### config.mk
export PLATFORM = sky130hd
export DESIGN_NAME = eth_domain_seq
export DESIGN_NICKNAME = d
export VERILOG_FILES = /design/src/rtl/eth_domain_seq.sv
export SDC_FILE = /design/constraint.sdc
export NUM_CORES = 1
export LEC_CHECK = 0
export ABC_AREA = 1
export ABC_CLOCK_PERIOD_IN_PS = 3000
export CORE_UTILIZATION = 50
export CTS_CLUSTER_DIAMETER = 120
export DETAILED_ROUTE_END_ITERATION = 7
export PLACE_DENSITY = 0.74
export SYNTH_ARGS = -nofsm -noshare
export SYNTH_HDL_FRONTEND = slang
export SYNTH_SLANG_ARGS = --single-unit
### constraint.sdc
create_clock -name clk_i -period 3 [get_ports clk_i]
set_input_delay 0.6 -clock clk_i [delete_from_list [all_inputs] [get_ports clk_i]]
set_output_delay 0.6 -clock clk_i [all_outputs]
set_load 0.1 [all_outputs]
### src/rtl/eth_domain_seq.sv
// Isolation and reset sequencer for the Ethernet/iDMA domain.
//
// Before the domain reset is asserted, the sequencer isolates the domain's AXI port and waits
// for the isolate stage to confirm. The port is released only after the reset has been
// released and has settled, so no AXI traffic is outstanding while the domain is in reset.
//
// Optional feature: define ETH_SEQ_TIMEOUT_EN to bound the two isolate handshakes. A timeout
// sets the sticky err_o flag.
//
// Ports:
//   clk_i          domain clock
//   rst_ni         asynchronous active-low reset
//   reset_req_i    pulse: request one full domain reset sequence
//   isolate_req_i  level: keep the domain isolated (park)
//   err_clr_i      pulse: clear sticky err_o (timeout build only)
//   axi_isolate_o  1 = isolate the AXI port
//   axi_isolated_i isolate stage reports fully isolated
//   eth_rst_no     active-low domain reset
//   irq_gate_o     1 = mask the Ethernet interrupt (any state but RUN)
//   busy_o         1 in any state but RUN
//   done_o         one-cycle pulse on entry to RUN
//   err_o          sticky handshake timeout flag
//   state_o        current state (debug)
module eth_domain_seq #(
    parameter int unsigned RstCycles     = 16,
    parameter int unsigned SettleCycles  = 8,
    parameter int unsigned TimeoutCycles = 256
) (
    input  logic       clk_i,
    input  logic       rst_ni,
    input  logic       reset_req_i,
    input  logic       isolate_req_i,
    input  logic       err_clr_i,
    output logic       axi_isolate_o,
    input  logic       axi_isolated_i,
    output logic       eth_rst_no,
    output logic       irq_gate_o,
    output logic       busy_o,
    output logic       done_o,
    output logic       err_o,
    output logic [2:0] state_o
);

    localparam int unsigned MaxRs     = (RstCycles > SettleCycles) ? RstCycles : SettleCycles;
    localparam int unsigned MaxCycles = (MaxRs > TimeoutCycles) ? MaxRs : TimeoutCycles;
    localparam int unsigned CntWidth  = $clog2(MaxCycles + 1);

    localparam logic [CntWidth-1:0] RstLast    = CntWidth'(RstCycles - 1);
    localparam logic [CntWidth-1:0] SettleLast = CntWidth'(SettleCycles - 1);
    localparam logic [CntWidth-1:0] CntMax     = {CntWidth{1'b1}};

    typedef enum logic [2:0] {
        StRun        = 3'd0,
        StIsoWait    = 3'd1,
        StHold       = 3'd2,
        StRstAssert  = 3'd3,
        StRstRelease = 3'd4,
        StDeisoWait  = 3'd5
    } state_e;

    state_e              state_q, state_d;
    logic [CntWidth-1:0] cnt_q, cnt_d;
    logic                pend_q, pend_d;
    logic                err_q, err_d;
    logic                entering;

    logic                axi_isolate_q, axi_isolate_d;
    logic                eth_rst_nq, eth_rst_nd;
    logic                irq_gate_q, irq_gate_d;
    logic                done_q, done_d;

`ifdef ETH_SEQ_TIMEOUT_EN
    localparam logic [CntWidth-1:0] ToLast = CntWidth'(TimeoutCycles - 1);
    logic timeout;
`else
    logic unused_err_clr;
    assign unused_err_clr = err_clr_i;
`endif

    always_comb begin
        state_d = state_q;
`ifdef ETH_SEQ_TIMEOUT_EN
        timeout = 1'b0;
`endif
        case (state_q)
            StRun: begin
                if (pend_q || reset_req_i || isolate_req_i) state_d = StIsoWait;
            end
            StIsoWait: begin
                // A dropped isolate_req_i is only honoured once HOLD is reached.
                if (axi_isolated_i) begin
                    state_d = pend_q ? StRstAssert : StHold;
`ifdef ETH_SEQ_TIMEOUT_EN
                end else if (cnt_q == ToLast) begin
                    state_d = StRstAssert;
                    timeout = 1'b1;
`endif
                end
            end
            StHold: begin
                if (pend_q)              state_d = StRstAssert;
                else if (!isolate_req_i) state_d = StDeisoWait;
            end
            StRstAssert: begin
                if (cnt_q == RstLast) state_d = StRstRelease;
            end
            StRstRelease: begin
                if (cnt_q == SettleLast) begin
                    if (pend_q)             state_d = StRstAssert;
                    else if (isolate_req_i) state_d = StHold;
                    else                    state_d = StDeisoWait;
                end
            end
            StDeisoWait: begin
                if (!axi_isolated_i) begin
                    state_d = StRun;
`ifdef ETH_SEQ_TIMEOUT_EN
                end else if (cnt_q == ToLast) begin
                    state_d = StRun;
                    timeout = 1'b1;
`endif
                end
            end
            default: state_d = StRstAssert;
        endcase

        entering = (state_d != state_q);

        // Counter measures time in the current state; it holds at all-ones rather than wrap.
        if (entering)             cnt_d = '0;
        else if (cnt_q == CntMax) cnt_d = cnt_q;
        else                      cnt_d = cnt_q + 1'b1;

        // A request arriving on the same cycle as RST_ASSERT entry survives for one more round.
        pend_d = reset_req_i | (pend_q & ~(entering & (state_d == StRstAssert)));

`ifdef ETH_SEQ_TIMEOUT_EN
        if (timeout)        err_d = 1'b1;
        else if (err_clr_i) err_d = 1'b0;
        else                err_d = err_q;
`else
        err_d = 1'b0;
`endif

        // Outputs are decoded from the next state so the registered copies track state_q.
        axi_isolate_d = !((state_d == StRun) || (state_d == StDeisoWait));
        eth_rst_nd    = (state_d != StRstAssert);
        irq_gate_d    = (state_d != StRun);
        done_d        = (state_d == StRun) && (state_q != StRun);
    end

    always_ff @(posedge clk_i or negedge rst_ni) begin
        if (!rst_ni) begin
            state_q       <= StRstAssert;
            cnt_q         <= '0;
            pend_q        <= 1'b0;
            err_q         <= 1'b0;
            axi_isolate_q <= 1'b1;
            eth_rst_nq    <= 1'b0;
            irq_gate_q    <= 1'b1;
            done_q        <= 1'b0;
        end else begin
            state_q       <= state_d;
            cnt_q         <= cnt_d;
            pend_q        <= pend_d;
            err_q         <= err_d;
            axi_isolate_q <= axi_isolate_d;
            eth_rst_nq    <= eth_rst_nd;
            irq_gate_q    <= irq_gate_d;
            done_q        <= done_d;
        end
    end

    assign axi_isolate_o = axi_isolate_q;
    assign eth_rst_no    = eth_rst_nq;
    assign irq_gate_o    = irq_gate_q;
    assign busy_o        = irq_gate_q;
    assign done_o        = done_q;
    assign err_o         = err_q;
    assign state_o       = state_q;

endmodule
# Yosys cells after proc, flatten, opt, wreduce, memory -nomap -nowiden
# Index checks and enable logic that the tools add are counted.
# totals
regBits,17
inputBits,6
# op_classes
reduce_logical,9
n_eq_ne,13
n_bitwise,4
add_sub_neg,1
n_mux,13
# op_table
operator,count
$mux W3,9
$mux W9,2
$pmux W3 S6,1
$add A9 B1 Y9 const B,1
$eq A3 B2 Y1 const B,3
$eq A3 B3 Y1 const B,3
$eq A9 B3 Y1 const B,1
$eq A9 B4 Y1 const B,1
$eq A9 B9 Y1 const B,1
$logic_not A3 Y1,2
$reduce_bool A3 Y1,2
$eq A3 B1 Y1 const B,1
$logic_or A1 B1 Y1,3
$ne A3 B2 Y1 const B,1
$ne A3 B3 Y1,1
$and A1 B1 Y1,2
$ne A2 B2 Y1 const B,1
$logic_and A1 B1 Y1,1
$logic_not A1 Y1,1
$mux W1,1
$not A1 Y1,1
$or A1 B1 Y1,1

# Depth between registers and ports, before layout
# Gate-level depths: netlist of the first run.
# depth
word_depth,9
ltp_mapped,15
depth_no_buf,15

# Worst setup path before layout of the first run
# Ideal clock, no wire load.
# synth_path
kind,register to register
start,register cnt_q[0]
end,register cnt_q[7]
t_required_ns,2.879
arrival_time_ns,2.051
setup_ns,0.121
path_buffers,0
stages_incl_launch_ff,13
slack_ns,0.828
path_cell_list,dfrtp_1 ha_1 nand2_1 nor3_1 and3_1 ha_1 nor2_1 nand3_1 or2_2 nor2_1 nand2_1 xor2_1 nor2_1
# synth_between
elab_chain_len,5
word_cells_on_any_way,11
cone_classes,add/sub: 1; eq/ne: 5; mux: 5
# synth_lines
element,line_no,text
"start, declared",62,"logic [CntWidth-1:0] cnt_q, cnt_d;"
"start signal, assigned",164,cnt_q <= cnt_d;
$eq A9 B3 Y1 / $eq A9 B4 Y1 (equally long branches),"108, 105",
"$mux W3, on equally long branches","108, 105",
$pmux W3 S6,85,case (state_q)
$ne A3 B3 Y1,127,entering = (state_d != state_q);
$ne A2 B2 Y1 (no line) / $mux W9 (equally long branches),-,
# Parallel ways exist; a longest one is shown, timed or not. The select of a mux whose other input is x is not followed.
# A chain may end at the register's enable or synchronous reset.

# Final worst setup path of the first run
# Same ends and word-level chain as after synthesis.

==> results by group, run 1 <==
Logic synthesis
  • Area contributors post-synth: dfrtp_1, nand2_1, dfstp_2
  • Post-Synthesis Cells: ~140
  • Net Count, Synth: 149
  • Area leader, netlist: dfrtp_1
  • #FFs+latches synth: 17
  • Synth Area per Inst: 7.347 um^2
  • Synth cell types: 24
  • Synth Area in Compound Gates: 0.05072
  • Register area share after synthesis: 0.4155
  • Post-synthesis mux area share: 0
  • Simple-gate portion of the synthesized area: 0.3889
  • Syn. warnings: 0
  • Synthesized cell area: just over 0.001 mm^2
  • Synth top area share: 0.3140
  • Post-synth ARST share: 1.000
  • Adder-Cell Fraction of Synth Area: 0.02415
  • Largest family of logic cells by synthesized area: simple AND/OR/NAND/NOR gates
  • Post-Synth XOR/XNOR Area: 0.03382
  • EDFF count, synth: 0
  • Ys flop type: dfrtp_1

Floorplanning
  • Core area: 0.001962 mm^2
  • Initial Util: 0.5281
  • FP Rows: 16
  • I/O pin count: 15
  • DIE HEIGHT: around 48 um
  • DIE AREA: roughly 0.0023 mm^2
  • Die span in x: around 48 um

Drt
  • M1 wire length: 993 um
  • Starting DRT DRC Count: 23
  • Remaining DRCs: 0
  • Post-Route WL: about 1900 um
  • Via count: slightly below 900
  • Final ANT Viol Nets: 0
  • Met3 routed WL: slightly above 70 um
  • DR vias/cell: 4.879
  • Drt pass-1 iters: 4
  • Top sig layer: met4
  • Average wire per standard cell: 10.52 um
  • Routed length on met2: 822 um

Worst setup path
  • CP max stage delay: between 400 and 500 ps
  • CP required: 3220 ps
  • Setup crit start kind: register
  • Critical-path top delay cell: dfrtp_1
  • Crit-path cells: ha_1 -> nand2_1 -> nor3_1 -> and3_1 -> ha_1 -> nor2_1 -> nand3_1 -> or2_2 -> nor2_1 -> nand2_1 -> xor2_1 -> nor2_1
  • CP top delay family: simple AND/OR/NAND/NOR gates
  • Max FO, Critical Path: 6
  • WP buf/inv: 0
  • CP Launch Point: cnt_q[0]
  • Worst EP arrival: 2630 ps
  • Worst R2R Start: cnt_q[0]
  • Critical Path End Type: register
  • Crit path top cell by count: nor2_1
  • Crit path kind: register to register

Status
  • Outcome: completed

Finish
  • Multi-input logic area: 519.2 um^2
  • Area delta synth->final: 14.01%
  • Fillers: 197
  • Share of post-route cells with drive strength above 1: 0.2000
  • Nets: 164
  • FF+latch area: 430.4 um^2
  • Fin area: 0.001181 mm^2
  • Antenna Cells: 0

Pwr
  • Pleak: 0.6440 nW
  • Comb pwr share: 0.057
  • Net Sw Frac: 0.2176
  • VDD IR-drop max: 0.3509 mV
  • Seq pwr share: 0.627
  • P per Cell Area: 311.7 mW/mm^2
  • Net Switching: between 0.00008 and 0.00009 W
  • Clock group share of total power: 0.316
  • Power Internal: slightly below 0.0003 W
  • Total power: 0.0003682 W

Timing
  • Final setup vio count: 0
  • Final Cycle Share: 0.8025
  • RSZ-0062 raised after global routing: no
  • Fin Clk Skew: 11.03 ps
  • Final slew viol count: 0
  • Max-slew headroom: 0.5287
  • Post-layout min period: 2407 ps
  • Final Hold Vio Count: 0
  • Worst slew pin tran: just over 700 ps
  • TNS Setup: 0 ps
  • FMAX: 0.4154 GHz
  • Final worst slack: approximately 600 ps

Placed design
  • Number of port buffers: 12
  • Worst slack, placed: 638.5 ps
  • DPL Wire Length: between 1500 and 2000 um
  • DP Area: 0.001155 mm^2
  • Gpl congestion: 0.8842

Clock network
  • Worst skew pair latency: around 290 ps
  • Max clock buf depth: 2
  • CTS tree: yes
  • Clk slew on worst S/H paths: 100 ps
  • CTS-repair resized insts: 0
  • Post-CTS Setup Inserts: 0
  • H-Tree Level Count: 1
  • Cts hold-fix bufs: 0
  • Sink Count: 17
  • CTS Buf Count: 3
  • Clock root buffer: clkbuf_4

Hold path
  • Min-delay src: pend_q
  • HP Class: register to register

Global routing
  • Largest net degree at the start of global routing: 18
  • Vias in the first global route: roughly 700
  • First-pass GRT wire length: 2911 um
  • GRT Total Usage: 0.1896
  • Total grt overflow: 0
  • Initial antenna violation count: 0

Run
  • Max-cap violations: 0
-- cell type report --
class / instances / area share
Multi-Input combinational cell: 103 / 0.4396
Sequential cell: 17 / 0.3644
Timing Repair Buffer: 12 / 0.08475
Inverter: 19 / 0.06038
Tap cell: 27 / 0.02860
Clock buffer: 4 / 0.02225
-- power groups by stage --
stage	combinational, W	sequential [W]	clock (W)
after floorplan	0.0000112	0.000235	0
after global placement	0.0000212	0.000235	0
after detailed placement	0.0000216	0.000235	0
after CTS	0.0000216	0.000231	0.000121
after global routing	0.0000240	0.000231	0.000128
final	0.0000211	0.000231	0.000116
-- cells in the final DEF (no fill, tap or decap), drive strengths merged --
master,count
a21boi,1
xor2,4
clkdlybuf4s50,4
dfstp,4
a21oi,4
nand2,41
nand4,2
or2,1
buf,8
ha,2
nor3,4
o21ai,5
nand3,10
dfrtp,13
clkbuf,4
and3,1
conb,1
inv,19
nor2,27
-- stage by stage --
| stage | hold slack [ps] | cells | utilization |
|---|---|---|---|
| 3_5_place_dp | 532.7 | 178 | 0.5886 |
| 6_report | 543.6 | 182 | 0.6020 |
| 3_3_place_gp | 531.3 | 178 | 0.5886 |
| 5_1_grt | 590.7 | 182 | 0.6020 |
| 2_1_floorplan | 304.4 | 141 | - |
| 4_1_cts | 553.7 | 182 | 0.6020 |
-- cells by family (layout without fill, tap and decap cells) --
family	after synthesis	in the layout
adders and majority gates	2	2
buffers and inverters	21	35
AOI/OAI and AO/OA	10	10
other	1	1
DFF	17	17
and+or+nand+nor	86	86
xor gates and xnor gates	4	4
-- registers in the layout (all words and copies together), names as in the netlist --
| signal | count |
|---|---|
| eth_rst_no | 1 |
| busy_o | 1 |
| state_o | 3 |
| done_o | 1 |
| axi_isolate_o | 1 |
| pend_q | 1 |
| cnt_q | 9 |
-- metal layers --
layer  vias up  GRT usage
li1        465          -
met1       401     0.2803
met2        18     0.2685
met3         4    0.04528
met4         0    0.06857
met5         -          0
-- Yosys cell counts, types with 2 or more instances --
cell / n
nand2_1: 37
nor2_1: 23
inv_1: 17
dfrtp_1: 13
nand3_1: 8
a21oi_1: 4
dfstp_2: 4
nand2_2: 4
nor2_2: 4
o21ai_0: 4
xor2_1: 4
nor3_2: 3
buf_4: 2
ha_1: 2
inv_2: 2
nand4_1: 2
-- worst paths after layout --
check / cells after the start / slack, ps / endpoint
worst max-delay path: 12 / 590 / cnt_q[7]
worst min-delay path: 2 / 540 / pend_q
worst max register to register: 12 / 590 / cnt_q[7]
worst min register to register: 2 / 540 / pend_q
max in group asynchronous: 1 / 1820 / pend_q
min in group asynchronous: 1 / 730 / cnt_q[6]
-- tightest hold or removal path, stage by stage, from the launching register on --
cell and delay, ps:
dfrtp_1 410, nand2_1 70, nand2_1 40
Note: power is estimated with default switching activity, not from simulation.
==> run 2: changes to the inputs <==
--- a/config.mk
+++ b/config.mk
@@ -6,7 +6,7 @@
 export NUM_CORES = 1
 export LEC_CHECK = 0
 export ABC_AREA = 1
-export ABC_CLOCK_PERIOD_IN_PS = 3000
+export ABC_CLOCK_PERIOD_IN_PS = 2300
 export CORE_UTILIZATION = 50
 export CTS_CLUSTER_DIAMETER = 120
 export DETAILED_ROUTE_END_ITERATION = 7
==> constraint.sdc (replaced) <==
create_clock -name clk_i -period 2.3 [get_ports clk_i]
set_input_delay 0.46 -clock clk_i [delete_from_list [all_inputs] [get_ports clk_i]]
set_output_delay 0.46 -clock clk_i [all_outputs]
set_load 0.1 [all_outputs]
==> results by group, run 2 (synthesis gave the netlist of run 1 again) <==
Global routing
  • Met3 Use GR: 0.03396 (-0.01132)
  • Largest net degree at the start of global routing: 18 (unchanged)
  • Met2 GRT Util: 0.3233 (+0.05479)
  • Total grt overflow: 0 (unchanged)
  • Met1 Usage GRT: 0.2915 (+0.01118)
  • GRT busiest layer: met2
  • GRT Total Usage: 0.2044 (+0.01485)
  • Initial antenna violation count: 0 (unchanged)
  • First-pass GRT wire length: 3270 um (+12%)
  • Vias in the first global route: 774 (+11%)

Worst setup path
  • CP max stage delay: 430 ps (+20 ps)
  • Setup crit start kind: register
  • CP top delay family: simple AND/OR/NAND/NOR gates
  • Reg2Reg Setup Slack: 150 ps (-440 ps)
  • Critical-path top delay cell: dfrtp_1
  • Crit path kind: register to register
  • WP buf/inv: 0 (unchanged)
  • Crit-path cells: ha_4 -> nand2_2 -> nor3_1 -> and3_1 -> ha_2 -> nor2_2 -> nand3_2 -> or2_2 -> nor2_2 -> nand2_1 -> xor2_1 -> nor2_1
  • Worst EP arrival: 2370 ps (-260 ps)
  • Max FO, Critical Path: 3 (-3)
  • Crit path top cell by count: nor2_2
  • Critical Path End Type: register
  • CP required: 2530 ps (-690 ps)

Timing
  • Final Cycle Share: 0.9341 (+0.1316)
  • TNS Setup: 0 ps (unchanged)
  • FMAX: 0.4655 GHz (+12%)
  • Fin Clk Skew: 5.821 ps (-5.205 ps)
  • Post-layout min period: 2148 ps (-258.9 ps)
  • Final setup vio count: 0 (unchanged)
  • RSZ-0062 raised after global routing: no
  • Final slew viol count: 0 (unchanged)
  • Final worst slack: 151.5 ps (-441.1 ps)
  • Final Hold Vio Count: 0 (unchanged)

Floorplanning
  • Core area: 0.001962 mm^2 (unchanged)
  • FP Rows: 16 (unchanged)
  • DIE AREA: 0.002258 mm^2 (unchanged)
  • Initial Util: 0.5281 (unchanged)
  • Die span in x: 47.52 um (unchanged)
  • DIE HEIGHT: 47.52 um (unchanged)
  • I/O pin count: 15 (unchanged)

Clock network
  • Sink Count: 17 (unchanged)
  • CTS Buf Count: 3 (unchanged)
  • Cts hold-fix bufs: 0 (unchanged)
  • Max clock buf depth: 2 (unchanged)
  • Clk slew on worst S/H paths: 90 ps (about the same)
  • Clock root buffer: clkbuf_4
  • Worst skew pair latency: 290 ps (about the same)
  • CTS tree: yes
  • H-Tree Level Count: 1 (unchanged)

Status
  • Outcome: completed

Pwr
  • Seq pwr share: 0.619 (-0.008)
  • Power Internal: 0.0003770 W (+31%)
  • Total power: 0.0004863 W (+32%)
  • Net Switching: 0.0001093 W (+36%)
  • Clock group share of total power: 0.322 (+0.006)
  • Comb pwr share: 0.059 (+0.002)
  • P per Cell Area: 387.9 mW/mm^2 (+24%)
  • VDD IR-drop max: 0.3079 mV (-12%)
  • Net Sw Frac: 0.2248 (+0.007167)
  • Pleak: 0.6675 nW (+3.7%)

Drt
  • Via count: 925 (+4.2%)
  • DR vias/cell: 4.920 (+0.84%)
  • Average wire per standard cell: 11.15 um (+6.1%)
  • Final ANT Viol Nets: 0 (unchanged)
  • Remaining DRCs: 0 (unchanged)
  • Post-Route WL: 2097 um (+9.6%)
  • Drt pass-1 iters: 4 (unchanged)
  • Starting DRT DRC Count: 21 (-8.7%)

Hold path
  • HP Class: input port to async pin

Placed design
  • Worst slack, placed: -11.56 ps (-650.1 ps)
  • DPL Wire Length: 1554 um (+0.89%)
  • Gpl congestion: 0.9082 (+2.7%)
  • Number of port buffers: 12 (unchanged)

Finish
  • Antenna Cells: 0 (unchanged)
  • Commonest cells after routing, fill and taps aside: nand2_1, nor2_1, inv_1
  • Fillers: 190 (-3.6%)
  • Area delta synth->final: 21.01%
  • Most common cell after layout, fill and taps aside: nand2_1
  • Biggest register: cnt_q
  • Share of post-route cells with drive strength above 1: 0.2671 (+0.06708)
  • Flip-flop count of the largest register after layout: 9 (unchanged)
  • Nets: 170 (+3.7%)

Run
  • Max-cap violations: 0 (unchanged)
run 2: path summary, 6_finish.rpt:
| check | from | end | cells past startpoint |
|---|---|---|---|
| min in group clk_i | pend_q | pend_q | 2 |
| worst min register to register | pend_q | pend_q | 2 |
| worst max register to register | cnt_q[1] | cnt_q[7] | 12 |
| max in group asynchronous | rst_ni | state_o[0] | 2 |
| worst max-delay path | cnt_q[1] | cnt_q[7] | 12 |
| worst min-delay path | rst_ni | cnt_q[6] | 2 |
run 2: metrics by stage:
stage	hold slack [ps]	cell area, um^2	std cells	utilization
after floorplan	164.4	1036	141	-
after global placement	528.0	1185	182	0.6040
after detailed placement	548.1	1185	182	0.6040
after CTS	485.4	1216	186	0.6199
after global routing	483.9	1254	188	0.6390
final	476.4	1254	188	0.6390
run 2: power by group through the flow:
stage / Sequential (W) / Clock [W] / Combinational (W)
3_5_place_dp: 0.000307 / 0 / 0.0000295
3_3_place_gp: 0.000307 / 0 / 0.0000289
6_report: 0.000301 / 0.000156 / 0.0000289
2_1_floorplan: 0.000307 / 0 / 0.0000146
5_1_grt: 0.000301 / 0.000172 / 0.0000335
4_1_cts: 0.000301 / 0.000158 / 0.0000296
run 2: layout make-up:
type                       count  area [um^2]  area share
inverter                      19        71.32     0.05689
clock buffer                   4        26.28     0.02096
sequential                    17        430.4      0.3433
multi-input combinational    103        546.8      0.4361
timing repair buffer          18        145.1      0.1158
tap                           27        33.78     0.02695
run 2: worst reg2reg max path, cell delays in order, from the launching register on:
cell and delay (ps):
dfrtp_1 430, ha_4 190, nand2_2 90, nor3_1 60
and3_1 160, ha_2 190, nor2_2 130, nand3_2 100
or2_2 310, nor2_2 110, nand2_1 70, xor2_1 140
nor2_1 100
run 2: repair_timing:
action,4_1_cts,5_1_grt
pin swaps,0,1
setup buffers,0,2
hold endpoints to repair,0,0
setup endpoints to repair,1,1
resized for setup,2,5
run 2: layer usage:
metal / up-vias / part of all wire
li1: 476 / -
met1: 427 / 0.49
met2: 17 / 0.47
met3: 5 / 0.029
met4: 0 / 0.011
met5: - / 0
